<file path="config.mk">
export PLATFORM = sky130hd
export DESIGN_NAME = alu_mdu_unit
export DESIGN_NICKNAME = d
export VERILOG_FILES = /design/src/rtl/alu_mdu_unit.sv
export SDC_FILE = /design/constraint.sdc
export NUM_CORES = 2
export LEC_CHECK = 0
export BUFFER_PORTS_ARGS = -buffer_cell sky130_fd_sc_hd__clkbuf_2
export CAP_MARGIN = 10
export CORE_ASPECT_RATIO = 1.1
export CORE_MARGIN = 5
export CORE_UTILIZATION = 63
export CTS_CLUSTER_DIAMETER = 80
export DETAILED_ROUTE_END_ITERATION = 16
export PLACE_DENSITY = 0.8
export SLEW_MARGIN = 20
export SYNTH_ARGS = -nofsm -noshare
export SYNTH_HDL_FRONTEND = slang
export SYNTH_SLANG_ARGS = --single-unit
</file>
<file path="constraint.sdc">
create_clock -name clk -period 12.7 [get_ports clk]
set_input_delay 0.635 -clock clk [delete_from_list [all_inputs] [get_ports clk]]
set_output_delay 0.635 -clock clk [all_outputs]
set_load 0.005 [all_outputs]
</file>
<file path="src/rtl/alu_mdu_unit.sv">
`default_nettype none
// ============================================================================
// alu_mdu_unit : 1-cycle ALU, pipelined multiplier, iterative radix-2 divider
// Revision 1.0
// ============================================================================
module alu_mdu_unit #(
  parameter int XLEN       = 32,
  parameter int ADDR_W     = 6,
  parameter int MUL_STAGES = 3,
  parameter int SHAMT_W    = 5
) (
  input  logic              clk,
  input  logic              rst,
  input  logic              issue,
  input  logic [5:0]        ope,
  input  logic [XLEN-1:0]   ds_val,
  input  logic [XLEN-1:0]   dt_val,
  input  logic [ADDR_W-1:0] dd,
  input  logic [15:0]       imm,
  output logic [1:0]        is_busy,
  output logic [ADDR_W-1:0] alu_addr,
  output logic [XLEN-1:0]   alu_dd_val,
  output logic [ADDR_W-1:0] mdu_addr,
  output logic [XLEN-1:0]   mdu_dd_val
);

  localparam logic [5:0] c_op_lui  = 6'b110000;
  localparam logic [5:0] c_op_add  = 6'b001100;
  localparam logic [5:0] c_op_addi = 6'b001000;
  localparam logic [5:0] c_op_sub  = 6'b010100;
  localparam logic [5:0] c_op_sll  = 6'b011100;
  localparam logic [5:0] c_op_slli = 6'b011000;
  localparam logic [5:0] c_op_srl  = 6'b100100;
  localparam logic [5:0] c_op_srli = 6'b100000;
  localparam logic [5:0] c_op_sra  = 6'b101100;
  localparam logic [5:0] c_op_srai = 6'b101000;
  localparam logic [5:0] c_op_and  = 6'b110100;
  localparam logic [5:0] c_op_or   = 6'b111000;
  localparam logic [5:0] c_op_xor  = 6'b111100;
  localparam logic [5:0] c_op_mul  = 6'b000101;
  localparam logic [5:0] c_op_mulh = 6'b001101;
  localparam logic [5:0] c_op_div  = 6'b010101;
  localparam logic [5:0] c_op_rem  = 6'b011101;

  localparam logic [XLEN-1:0]    c_lo16_mask  = XLEN'(32'h0000_ffff);
  localparam logic [SHAMT_W-1:0] c_last_iter  = SHAMT_W'(XLEN - 1);

  typedef enum logic [1:0] {S_IDLE = 2'd0, S_RUN = 2'd1, S_DONE = 2'd2} div_state_e;

  // ---------------- ALU ----------------
  logic [XLEN-1:0]    w_imm_ext, w_opb, w_alu_res;
  logic [SHAMT_W-1:0] w_shamt;
  logic               w_alu_issue, w_alu_ok;
  logic [ADDR_W-1:0]  alu_addr_q, alu_addr_d;
  logic [XLEN-1:0]    alu_val_q, alu_val_d;

  assign w_imm_ext   = XLEN'($signed(imm));
  assign w_opb       = ope[2] ? dt_val : w_imm_ext;
  assign w_shamt     = w_opb[SHAMT_W-1:0];
  assign w_alu_issue = issue && (ope[1:0] == 2'b00) && (ope != 6'd0);

  always_comb begin
    w_alu_ok  = 1'b1;
    w_alu_res = '0;
    case (ope)
      c_op_lui:            w_alu_res = (w_imm_ext << 16) | (ds_val & c_lo16_mask);
      c_op_add, c_op_addi: w_alu_res = ds_val + w_opb;
      c_op_sub:            w_alu_res = ds_val - w_opb;
      c_op_sll, c_op_slli: w_alu_res = ds_val << w_shamt;
      c_op_srl, c_op_srli: w_alu_res = ds_val >> w_shamt;
      c_op_sra, c_op_srai: w_alu_res = $unsigned($signed(ds_val) >>> w_shamt);
      c_op_and:            w_alu_res = ds_val & w_opb;
      c_op_or:             w_alu_res = ds_val | w_opb;
      c_op_xor:            w_alu_res = ds_val ^ w_opb;
      default:             w_alu_ok  = 1'b0;
    endcase
    alu_addr_d = (w_alu_issue && w_alu_ok) ? dd : '0;
    alu_val_d  = w_alu_issue ? w_alu_res : alu_val_q;
  end

  // ---------------- MDU issue ----------------
  div_state_e state_q, state_d;
  logic w_mdu_ok, w_mul_issue, w_div_issue;

  // MDU ops arriving while the divider owns the unit are silently dropped.
  assign w_mdu_ok    = issue && (ope[1:0] == 2'b01) && (state_q == S_IDLE);
  assign w_mul_issue = w_mdu_ok && ((ope == c_op_mul) || (ope == c_op_mulh));
  assign w_div_issue = w_mdu_ok && ((ope == c_op_div) || (ope == c_op_rem));

  // ---------------- multiplier pipeline ----------------
  logic [2*XLEN-1:0]     w_prod;
  logic [MUL_STAGES-1:0] mul_vld_q, mul_vld_d;
  logic [ADDR_W-1:0]     mul_tag_q [MUL_STAGES];
  logic [ADDR_W-1:0]     mul_tag_d [MUL_STAGES];
  logic [XLEN-1:0]       mul_val_q [MUL_STAGES];
  logic [XLEN-1:0]       mul_val_d [MUL_STAGES];

  assign w_prod = $signed({{XLEN{ds_val[XLEN-1]}}, ds_val}) *
                  $signed({{XLEN{dt_val[XLEN-1]}}, dt_val});

  always_comb begin
    mul_vld_d[0] = w_mul_issue;
    mul_tag_d[0] = dd;
    mul_val_d[0] = ope[3] ? w_prod[2*XLEN-1:XLEN] : w_prod[XLEN-1:0];
    for (int i = 1; i < MUL_STAGES; i++) begin
      mul_vld_d[i] = mul_vld_q[i-1];
      mul_tag_d[i] = mul_tag_q[i-1];
      mul_val_d[i] = mul_val_q[i-1];
    end
  end

  // ---------------- divider ----------------
  logic [XLEN-1:0]    quo_q, quo_d, rem_q, rem_d, dvs_q, dvs_d;
  logic [SHAMT_W-1:0] cnt_q, cnt_d;
  logic               qneg_q, qneg_d, rneg_q, rneg_d, dz_q, dz_d, isrem_q, isrem_d;
  logic               done_q, done_d;
  logic [ADDR_W-1:0]  dtag_q, dtag_d;
  logic [XLEN:0]      w_rem_cat, w_trial;
  logic [XLEN-1:0]    w_div_res;

  assign w_rem_cat = {rem_q, quo_q[XLEN-1]};
  assign w_trial   = w_rem_cat - {1'b0, dvs_q};

  always_comb begin
    state_d = state_q;
    quo_d   = quo_q;
    rem_d   = rem_q;
    dvs_d   = dvs_q;
    cnt_d   = cnt_q;
    qneg_d  = qneg_q;
    rneg_d  = rneg_q;
    dz_d    = dz_q;
    isrem_d = isrem_q;
    dtag_d  = dtag_q;
    done_d  = 1'b0;
    case (state_q)
      S_IDLE: begin
        if (w_div_issue) begin
          // Magnitudes as unsigned; the most-negative value maps to 2^(XLEN-1).
          quo_d   = ds_val[XLEN-1] ? -ds_val : ds_val;
          dvs_d   = dt_val[XLEN-1] ? -dt_val : dt_val;
          rem_d   = '0;
          cnt_d   = '0;
          qneg_d  = ds_val[XLEN-1] ^ dt_val[XLEN-1];
          rneg_d  = ds_val[XLEN-1];
          dz_d    = (dt_val == '0);
          isrem_d = ope[3];
          dtag_d  = dd;
          state_d = S_RUN;
        end
      end
      S_RUN: begin
        if (w_rem_cat >= {1'b0, dvs_q}) begin
          rem_d = w_trial[XLEN-1:0];
          quo_d = {quo_q[XLEN-2:0], 1'b1};
        end else begin
          rem_d = w_rem_cat[XLEN-1:0];
          quo_d = {quo_q[XLEN-2:0], 1'b0};
        end
        cnt_d = cnt_q + SHAMT_W'(1);
        if (cnt_q == c_last_iter) state_d = S_DONE;
      end
      S_DONE: begin
        done_d  = 1'b1;
        state_d = S_IDLE;
      end
      default: state_d = S_IDLE;
    endcase
  end

  // Divide by zero leaves the dividend magnitude in rem, so only the quotient needs overriding.
  always_comb begin
    w_div_res = '0;
    if (isrem_q)   w_div_res = rneg_q ? -rem_q : rem_q;
    else if (dz_q) w_div_res = '1;
    else           w_div_res = qneg_q ? -quo_q : quo_q;
  end

  // ---------------- MDU writeback ----------------
  logic [XLEN-1:0] mdu_val_q, mdu_val_d;

  always_comb begin
    mdu_addr   = '0;
    mdu_dd_val = mdu_val_q;
    if (done_q) begin
      mdu_addr   = dtag_q;
      mdu_dd_val = w_div_res;
    end else if (mul_vld_q[MUL_STAGES-1]) begin
      mdu_addr   = mul_tag_q[MUL_STAGES-1];
      mdu_dd_val = mul_val_q[MUL_STAGES-1];
    end
    mdu_val_d = mdu_dd_val;
  end

  always_ff @(posedge clk) begin
    if (rst) begin
      alu_addr_q <= '0;
      alu_val_q  <= '0;
      mul_vld_q  <= '0;
      for (int i = 0; i < MUL_STAGES; i++) begin
        mul_tag_q[i] <= '0;
        mul_val_q[i] <= '0;
      end
      state_q   <= S_IDLE;
      quo_q     <= '0;
      rem_q     <= '0;
      dvs_q     <= '0;
      cnt_q     <= '0;
      qneg_q    <= 1'b0;
      rneg_q    <= 1'b0;
      dz_q      <= 1'b0;
      isrem_q   <= 1'b0;
      dtag_q    <= '0;
      done_q    <= 1'b0;
      mdu_val_q <= '0;
    end else begin
      alu_addr_q <= alu_addr_d;
      alu_val_q  <= alu_val_d;
      mul_vld_q  <= mul_vld_d;
      for (int i = 0; i < MUL_STAGES; i++) begin
        mul_tag_q[i] <= mul_tag_d[i];
        mul_val_q[i] <= mul_val_d[i];
      end
      state_q   <= state_d;
      quo_q     <= quo_d;
      rem_q     <= rem_d;
      dvs_q     <= dvs_d;
      cnt_q     <= cnt_d;
      qneg_q    <= qneg_d;
      rneg_q    <= rneg_d;
      dz_q      <= dz_d;
      isrem_q   <= isrem_d;
      dtag_q    <= dtag_d;
      done_q    <= done_d;
      mdu_val_q <= mdu_val_d;
    end
  end

  assign alu_addr   = alu_addr_q;
  assign alu_dd_val = alu_val_q;
  assign is_busy    = {|mul_vld_q, state_q != S_IDLE};

endmodule
`default_nettype wire

</file>
==> results.md <==
- Mapped cell area: 58,700 sq um
- Post-synth cell types: 93
- Global placement routability congestion: 1.05
- Worst slack at placement: 2.86 ns
- CP endpoint kind: flip-flop
- Vias in the first global route: ~52,000
- Clock tree sinks: 301
- Tot GR Track Use: 0.407
- Synth Register Bits: approximately 300
- Final net count: between 8,000 and 9,000
- Commonest cells post-synth: inv_1, fa_1, nand2_1
- Final Hold Viols: 0
- Top cells by area, synth: fa_1, dfxtp_1, inv_1
- Die Ht: approximately 330 um
- DRT antenna net count: 0
- WL per Instance: 25.6 um
- Die Area: 99,400 sq um
- Clock transition at the registers of the reported paths: roughly 0.06 ns
- Root buf cell: clkbuf_16
- Crit share post-route: 0.729
- Post-DP HPWL: between 100 and 150 mm
- Status: completed
- Grt ovf: 0
- Final Skew: 0.0336 ns
- Core area: between 90,000 and 100,000 sq um
- Hold_sp: dd[3]
- Filler cells: roughly 7,600
- Multi-input gate area: 46,800 sq um
- Sequential cell area: 6030 sq um
- Unrepaired setup endpoints after global routing: no
- Row Count: 117
- Worst R2R Path Depth: 12
- CTS Buffer Depth: 3
- Final wirelength: 203 mm
- Post-CTS Setup Inserts: 0
- Initial DRC Count: 5,743
- Post-cts resize count: 0
- Syn Nets: 8,296
- 1st-pass router iterations: 7
- Least-Margin Pin Slew: 1.09 ns
- Largest area contributor in the netlist: fa_1
- Share of cells above drive strength 1: 0.0626
- Avg Inst Size Synth: approximately 8.6 sq um
- Via density: 6.33
- Post-synth EDFFs: 0
- Yosys warning count: 0
- First-pass GRT wire length: 307 mm
- DR vias: 50,200
- Worst R2R Setup Slack: 8.44 ns
- Post-synthesis async set-or-reset flop share: 0
- DRC viols: 0
- Data arrival, critical path: 9.75 ns
- Fin Setup TNS: 0 ns
- Post-synthesis sequential area ratio: 0.103
- Critical path peak fanout: 35
- Critical R2R Launch: rem_q[4]
- Post-synth top area share: 0.370
- Max-cap violation count: 0
- Post-layout min period: 9.25 ns
- CTS buffer count: 30
- Endpoints failing setup: 0
- Area added between synthesis and finish: 4.50%
- Hold path depth: 2
- Slew headroom: 0.276
- CTS tree: yes
- Clk Latency, worst-skew pair: 0.64 ns
- Initial Util: 0.634
- Reg-to-reg endpoint: rem_q[23]
- Fin. max-slew vios: 0
- Largest net degree at the start of global routing: 108
- Hold Slack: 0.259 ns
- IO Count: 173
- Port-buffer cells: 172
- Die width: 301 um
- Initial antenna violation count: 15
- CP Launch Type: input pin
- Post-Synthesis Cells: 6,796
- Achievable Freq: approximately 0.11 GHz
- H-tree Lvls: 1
- Req. time, crit path: 13.19 ns
- Hold buffer count at cts: 0
- Utilization after layout: 0.663
- Post-route setup slack: 3.45 ns
- Top-count cell post-synth: inv_1
- Hold Crit Endpoint: alu_addr[3]
- Worst Path Class, Setup: input pin to flip-flop
- Main flop type after synthesis: dfxtp_1
- Hold WC Path Type: input pin to flip-flop
-- area by class of cell --
class	instances	share of cell area
antenna	9	0.000367
clock buffer	33	0.0129
clock inverter	21	0.00492
inverter	1122	0.0689
multi-input combinational	4922	0.763
sequential	301	0.0983
tap	1249	0.0255
timing repair buffer	273	0.0266
-- worst max-delay path by stage --
stage	start	endpoint	slack [ns]
after CTS	ds_val[31]	mul_val_q[0][27]	3.56
after global placement	ds_val[31]	mul_val_q[0][27]	3.09
after floorplan	ds_val[31]	mul_val_q[0][27]	3.84
after detailed placement	ds_val[31]	mul_val_q[0][27]	2.86
final	ds_val[31]	mul_val_q[0][27]	3.45
after global routing	ds_val[31]	mul_val_q[0][27]	2.93
-- worst max-delay path, stage by stage --
cell	delay [ns]
buf_2	0.62
buf_4	0.52
nand2_1	0.23
inv_1	0.17
fa_1	0.40
inv_1	0.24
fa_1	0.47
inv_1	0.23
fa_1	0.50
fa_1	0.90
inv_1	0.44
fa_1	0.59
inv_1	0.05
fa_1	0.55
fa_1	0.43
fa_1	0.47
ha_1	0.40
a21o_1	0.19
a21o_1	0.17
a21oi_1	0.18
o21ai_0	0.14
nand3_1	0.10
nand2_1	0.06
a31oi_1	0.34
o21ai_1	0.16
a21oi_1	0.20
xor2_1	0.19
o22ai_1	0.09
-- state kept, by name, summed over array words and instances (netlist names) --
name and flops:
mul_val_q 96, mul_vld_q 3, rneg_q 1, mul_tag_q 18
dz_q 1, alu_dd_val 32, state_q 2, cnt_q 5
done_q 1, quo_q 32, mdu_val_q 32, isrem_q 1
rem_q 32, dvs_q 32, alu_addr 6, dtag_q 6
qneg_q 1
-- cell usage in the layout (no fill, tap or decap), types with 123 or more instances in the layout --
| master | synthesis | routed |
|---|---|---|
| o21ai_0 | 243 | 243 |
| fa_1 | 1084 | 1084 |
| xor2_1 | 123 | 123 |
| nor2b_1 | 143 | 142 |
| nand2_1 | 795 | 795 |
| ha_1 | 321 | 321 |
| and2_1 | 462 | 461 |
| inv_1 | 1115 | 1115 |
| dfxtp_1 | 301 | 298 |
| xnor2_1 | 150 | 150 |
| mux2i_1 | 153 | 152 |
| nor2_1 | 324 | 322 |
| clkbuf_2 | 0 | 168 |
| a21oi_1 | 296 | 293 |
-- layer usage --
layer,global-route usage,part of all wire,up-vias
met4,0.296,0.096,4
li1,-,-,21100
met5,0,0.00013,-
met3,0.0981,0.11,1098
met2,0.649,0.45,3240
met1,0.484,0.34,24800
-- cells by family after synthesis --
group,after synthesis,share of synthesized area
AND/OR/NAND/NOR,1980,0.164
buffers and inverters,1573,0.102
adder cells (fa/ha/maj),1405,0.438
AO/OA/AOI/OAI,1090,0.120
flip-flops,301,0.103
XOR/XNOR,273,0.0407
multiplexers,174,0.0336
-- per-stage QoR --
stage,cells,instance area [sq um]
final,7930,61300
after global routing,7922,61300
after CTS,7921,61300
after detailed placement,7867,60200
after global placement,7867,60200
after floorplan,6796,58700
Power is not shown: default switching activity piles up to over one toggle a cycle in this logic, so the estimate is an artifact.
